`src/rtl/alu_result_demux_1to16.sv`:
```
// alu_result_demux_1to16: registered 1-to-16 result demux with per-channel 1-entry holding registers and broadcast
module alu_result_demux_1to16 #(
  parameter int IN_WIDTH  = 32,
  parameter int CNT_WIDTH = 16
) (
  input  logic                   clk,
  input  logic                   rst,
  input  logic                   in_valid,
  output logic                   in_ready,
  input  logic [IN_WIDTH-1:0]    in_data,
  input  logic [3:0]             in_sel,
  input  logic                   in_bcast,
  output logic [15:0]            out_valid,
  input  logic [15:0]            out_ready,
  output logic [16*IN_WIDTH-1:0] out_data,
  output logic [CNT_WIDTH-1:0]   acc_count
);
  logic [15:0]               free, load, vld_d, vld_q;
  logic [15:0][IN_WIDTH-1:0] data_q;
  logic [CNT_WIDTH-1:0]      cnt_q;
  logic                      xfer;
  assign free      = ~vld_q | out_ready;
  assign in_ready  = in_bcast ? &free : free[in_sel];
  assign xfer      = in_valid & in_ready;
  assign load      = !xfer ? '0 : in_bcast ? '1 : 16'(1) << in_sel;
  // a drained channel stays valid only if it is reloaded in the same cycle
  assign vld_d     = load | (vld_q & ~out_ready);
  assign out_valid = vld_q;
  assign out_data  = data_q;
  assign acc_count = cnt_q;
  always_ff @(posedge clk) begin
    if (rst) begin
      vld_q  <= '0;
      cnt_q  <= '0;
      data_q <= '0;
    end else begin
      vld_q <= vld_d;
      cnt_q <= cnt_q + CNT_WIDTH'(xfer);
      for (int i = 0; i < 16; i++)
        if (load[i]) data_q[i] <= in_data;
    end
  end
endmodule

```
`config.mk`:
```
export PLATFORM = sky130hd
export DESIGN_NAME = alu_result_demux_1to16
export DESIGN_NICKNAME = d
export VERILOG_FILES = /design/src/rtl/alu_result_demux_1to16.sv
export SDC_FILE = /design/constraint.sdc
export NUM_CORES = 1
export LEC_CHECK = 0
export ABC_AREA = 1
export CAP_MARGIN = 30
export CORE_AREA = 4 4 234 236
export CTS_CLUSTER_DIAMETER = 60
export DETAILED_ROUTE_END_ITERATION = 8
export DIE_AREA = 0 0 238 240
export DONT_BUFFER_PORTS = 1
export GPL_ROUTABILITY_DRIVEN = 1
export GPL_TIMING_DRIVEN = 0
export PLACE_DENSITY = 0.62
export SYNTH_ARGS = -nofsm -noshare
export SYNTH_HDL_FRONTEND = slang
export SYNTH_SLANG_ARGS = --single-unit
```
`constraint.sdc`:
```
create_clock -name clk -period 5.1 [get_ports clk]
set_clock_uncertainty 0.2 [all_clocks]
set_input_delay 0.765 -clock clk [delete_from_list [all_inputs] [get_ports clk]]
set_output_delay 0.765 -clock clk [all_outputs]
set_load 0.01 [all_outputs]
```
* Word-level counts from Yosys, hierarchy flattened *
Cells that the tools add are included.

operators by class
  add/subtract/negate cells = 1
  muxes and demuxes = 5
  bitwise logic cells = 6
  reduce and logical (&&, ||, !) cells = 1
  shift operators = 1
  order comparisons = 1

operators by type and width
  cell                                                count
  two-way mux 16 bit                                  2
  NOT 16 bit                                          2
  bitwise OR 16 bit                                   2
  adder 16 x 1 -> 16 bit                              1
  bitwise AND 16 bit                                  1
  AND reduction 16 bit                                1
  left shift 1 x 4 -> 16 bit, first input constant    1
  < comparator 4 x 5 -> 1 bit, second input constant  1
  binary-select mux 1 bit (select 4 bit)              1
  two-way mux 1 bit                                   2
  bitwise AND 1 bit                                   1

word-level totals
  flip-flop bits (word level) = 544
  word-level logic and storage cells = 33

* Depth between registers and ports, before layout *
  word-level depth = 8
  gate-level depth with buffers = 20

* Least setup slack after synthesis *
No wires, ideal clock.

  kind = in2reg
  from = input in_valid
  to = register cnt_q[14], in the netlist acc_count[14]
  library setup time = 0.080 ns
  setup slack = 1.281 ns
  cell stages on the path = 16
  data arrival time = 3.539 ns
  required time = 4.820 ns
  cell sequence = clkbuf_1 > clkbuf_1 > clkbuf_1 > clkbuf_1 > a21boi_0 > ha_1 > ha_1 > nand2_1 > nor2_1 > nand3_1 > nor3_1 > nand2_1 > nor2_1 > inv_1 > o21ai_0 > nor3b_1

between the ends
  cells in the longest elaborated chain, start to end = 2

ends and longest elaborated chain
  item                    RTL line  source
  start: declaration      8         input logic in_valid,
  bitwise AND 1 bit       24        assign xfer = in_valid & in_ready;
  adder 16 x 1 -> 16 bit  38        cnt_q <= cnt_q + CNT_WIDTH'(xfer);
  end signal: assignment  38
  end: declaration        20        logic [CNT_WIDTH-1:0] cnt_q;

Every way passes these cells.
A chain may end at the register's enable or synchronous reset.

* Worst setup path after layout *
Same ends and word-level chain as after synthesis.

==> flow_metrics.py <==
metrics = {
    "power_and_ir_drop": {
        "switching_share": 0.3225,
        "seqPwrFrac": 0.438,
        "leakagePower_nw": 15.39,
        "vdd_drop_max_mv": 0.2867,
        "clkPwrFrac": 0.392,
        "p_switching_w": 0.003849,
        "power.total_w": 0.01194,
        "internal_power_w": 0.008088,
        "p_comb_frac": 0.170,
        "p_per_area_mw_per_mm2": 401.4,
    },
    "synthesis": {
        "synth_cells": 4184,
        "synth_top_area_frac": 0.4111,
        "synth-edff-count": 0,
        "ys_ff_latch": 544,
        "synth_area_per_cell_um2": 6.332,
        "yosys_warnings": 0,
        "syn_nets": 4242,
        "synth_top_cell_by_area": "dfxtp_1",
        "synth_fa_ha_area_frac": 0.0009446,
        "synth_top_family_by_area": "simple AND/OR/NAND/NOR gates",
        "async_flop_share": 0,
        "syn_area_mm2": 0.02649,
        "synth_compound_area_frac": 0.01115,
        "synth_xor_area_frac": 0,
        "synthMuxAreaShare": 0,
        "yosysUniqueCellTypes": 27,
        "synth.top_cells.by_count": "inv_1 (1096), nand2_1 (1076), nor2_1 (547), dfxtp_1 (544), nand4_1 (519)",
        "ys_top_cells_by_area": "dfxtp_1 (41%), inv_1 (16%), nand2_1 (15%)",
        "synth_most_common_cell": "inv_1",
        "ys_seq_area_frac": 0.4111,
        "synthSimpleGateAreaFrac": 0.3653,
        "yosys_most_used_dff": "dfxtp_1",
    },
    "sta": {
        "period_share": 0.9341,
        "setup_violations": 0,
        "fin_crit_ns": 4.764,
        "rsz0062_at_grt": "false",
        "hold_viol": 0,
        "fmax_mhz": 209.9,
        "worst_pin_slew_ns": 1.082,
        "maxSlewHeadroom": 0.2736,
        "final_max_slew_viol_count": 0,
    },
    "clock_network": {
        "cts-root-buf": "clkbuf_16",
        "clock_latency_ns": 0.64,
        "clk_path_buf_depth": 3,
        "cts.sinks": 544,
        "path_clk_slew_ns": 0.06,
        "cts_tree": "done",
        "htreeDepth": 2,
        "cts_buffers": 61,
    },
    "die": {
        "coreArea_mm2": 0.05245,
        "dieWidth_um": 238,
        "rows": 84,
        "die_h_um": 240,
        "io_pins": 601,
        "die-area_mm2": 0.05712,
        "initial_core_util": 0.5052,
    },
    "routing": {
        "drt-initial-drc-count": 2303,
        "num_vias": 25290,
        "drc": 0,
        "avgRoutedWirePerCell_um": 20.84,
        "drtAntennaViolNets": 0,
        "finalWirelength_um": 104300,
        "viasPerCell": 5.054,
        "drtPass1Iterations": 8,
    },
    "grt": {
        "grt_pass1_vias": 22130,
        "grt_max_degree": 16,
        "overflow": 0,
        "grt_antenna_before_repair": 5,
        "track_usage": 0.3463,
        "grt_pass1_wl_um": 148300,
    },
    "setup_path": {
        "cp_data_required_time_ns": 5.45,
        "arrival_ns": 5.12,
        "path_max_fanout": 10,
        "path_class": "in2reg",
        "critPathCaptureType": "register",
        "cp-start-kind": "input port",
    },
    "placement": {
        "port_buffers": 0,
        "hpwlAfterDp_um": 78370,
        "gp_congestion": 0.9094,
        "postPlaceCellArea_mm2": 0.02756,
    },
    "layout": {
        "stdcell_area_mm2": 0.02974,
        "drive_gt1_frac": 0.05469,
        "register_area_mm2": 0.01089,
        "layout.nets": 4324,
        "areaGrowthSynthToFinish_pct": 12.26,
        "fillers": 5339,
        "multi_input_comb_area_mm2": 0.009998,
    },
    "run": {
        "drv_cap": 0,
    },
    "min_path": {
        "hp-class": "in2reg",
    },
    "run_status": {
        "status": "finished, final reports clean",
    },
}
## power by group through the flow
stage          clock (W)  sequential [W]  combinational, W
6_report         0.00468         0.00523           0.00203
4_1_cts          0.00472         0.00523           0.00199
3_5_place_dp           0         0.00532           0.00198
5_1_grt          0.00490         0.00525           0.00231
2_1_floorplan          0         0.00509           0.00147
3_3_place_gp           0         0.00532           0.00194
## logic make-up after synthesis
| group | Yosys count |
|---|---|
| AND/OR/NAND/NOR | 2175 |
| flip-flops | 544 |
| buffers and inverters | 1406 |
| AO/OA/AOI/OAI | 57 |
| adder cells (fa/ha/maj) | 2 |
## stage by stage
step                instances  setup WS (ns)  setup TNS (ns)  utilization  hold slack [ns]
floorplan                4184          1.281               0            -           0.2950
global placement         4872        -0.1336         -0.1728       0.5216           0.3160
detailed placement       4887        -0.1451         -0.1924       0.5255           0.3302
CTS                      5000         0.4820               0       0.5662          0.06361
global route             5003        0.09654               0       0.5670          0.07953
finish                   5004         0.3361               0       0.5671          0.08656
## layout make-up
| class | count | share of cell area |
|---|---|---|
| Clock inverter | 16 | 0.009214 |
| Antenna cell | 1 | 0.00008414 |
| Buffer | 306 | 0.04960 |
| Tap cell | 688 | 0.02895 |
| Sequential cell | 544 | 0.3662 |
| Inverter | 1100 | 0.1388 |
| Timing Repair Buffer | 19 | 0.008793 |
| Clock buffer | 96 | 0.06214 |
| Multi-Input combinational cell | 2234 | 0.3362 |
## worst max-delay path, cell delays in order
cell and delay [ns]:
clkbuf_1 0.26, clkbuf_1 0.65, clkbuf_1 0.58, clkbuf_1 0.43, a21boi_0 0.40, ha_1 0.33
ha_1 0.21, nand2_1 0.07, nor2_1 0.18, nand3_1 0.14, nor3_1 0.27, nand2_1 0.09
nor2_1 0.31, inv_1 0.10, o21ai_0 0.14, nor3b_1 0.18
## state kept, by name, summed over array words and instances, names as in the netlist
register and cells:
acc_count 16, out_data 512, out_valid 16
## placed cells by master, fill, tap and decap left out, drive strengths merged, types with 2 or more instances in the layout
cell / count
buf: 173
clkinv: 6
clkbuf: 247
nand3: 11
nor3b: 2
o21ai: 26
bufinv: 7
nand2: 1078
nor3: 5
nor2: 549
nand4: 529
ha: 2
inv: 1101
dfxtp: 544
a21oi: 28
clkinvlp: 2
## worst paths after layout
| check | cells past startpoint | slack [ns] | from | endpoint |
|---|---|---|---|---|
| worst min-delay path | 2 | 0.09 | rst | acc_count[4]$_SDFF_PP0_ |
| worst max register to register | 18 | 1.46 | out_valid[3]$_SDFF_PP0_ | acc_count[14]$_SDFF_PP0_ |
| worst min register to register | 2 | 0.34 | acc_count[15]$_SDFF_PP0_ | acc_count[15]$_SDFF_PP0_ |
| worst max-delay path | 16 | 0.34 | in_valid | acc_count[14]$_SDFF_PP0_ |
## what timing repair did
action,in CTS,in global routing
buffers inserted,0,0
endpoints found under the hold margin,1,0
resized for setup,0,0
hold buffers,1,0
## layer usage
metal  part of all wire  wire [µm]  global-route usage
met1               0.38      39570              0.4113
met2               0.46      48250              0.5738
met3               0.12      12050              0.1300
met4              0.042       4356              0.1307
met5            0.00058         61                   0
No activity file was read; power rests on OpenSTA's default activity.
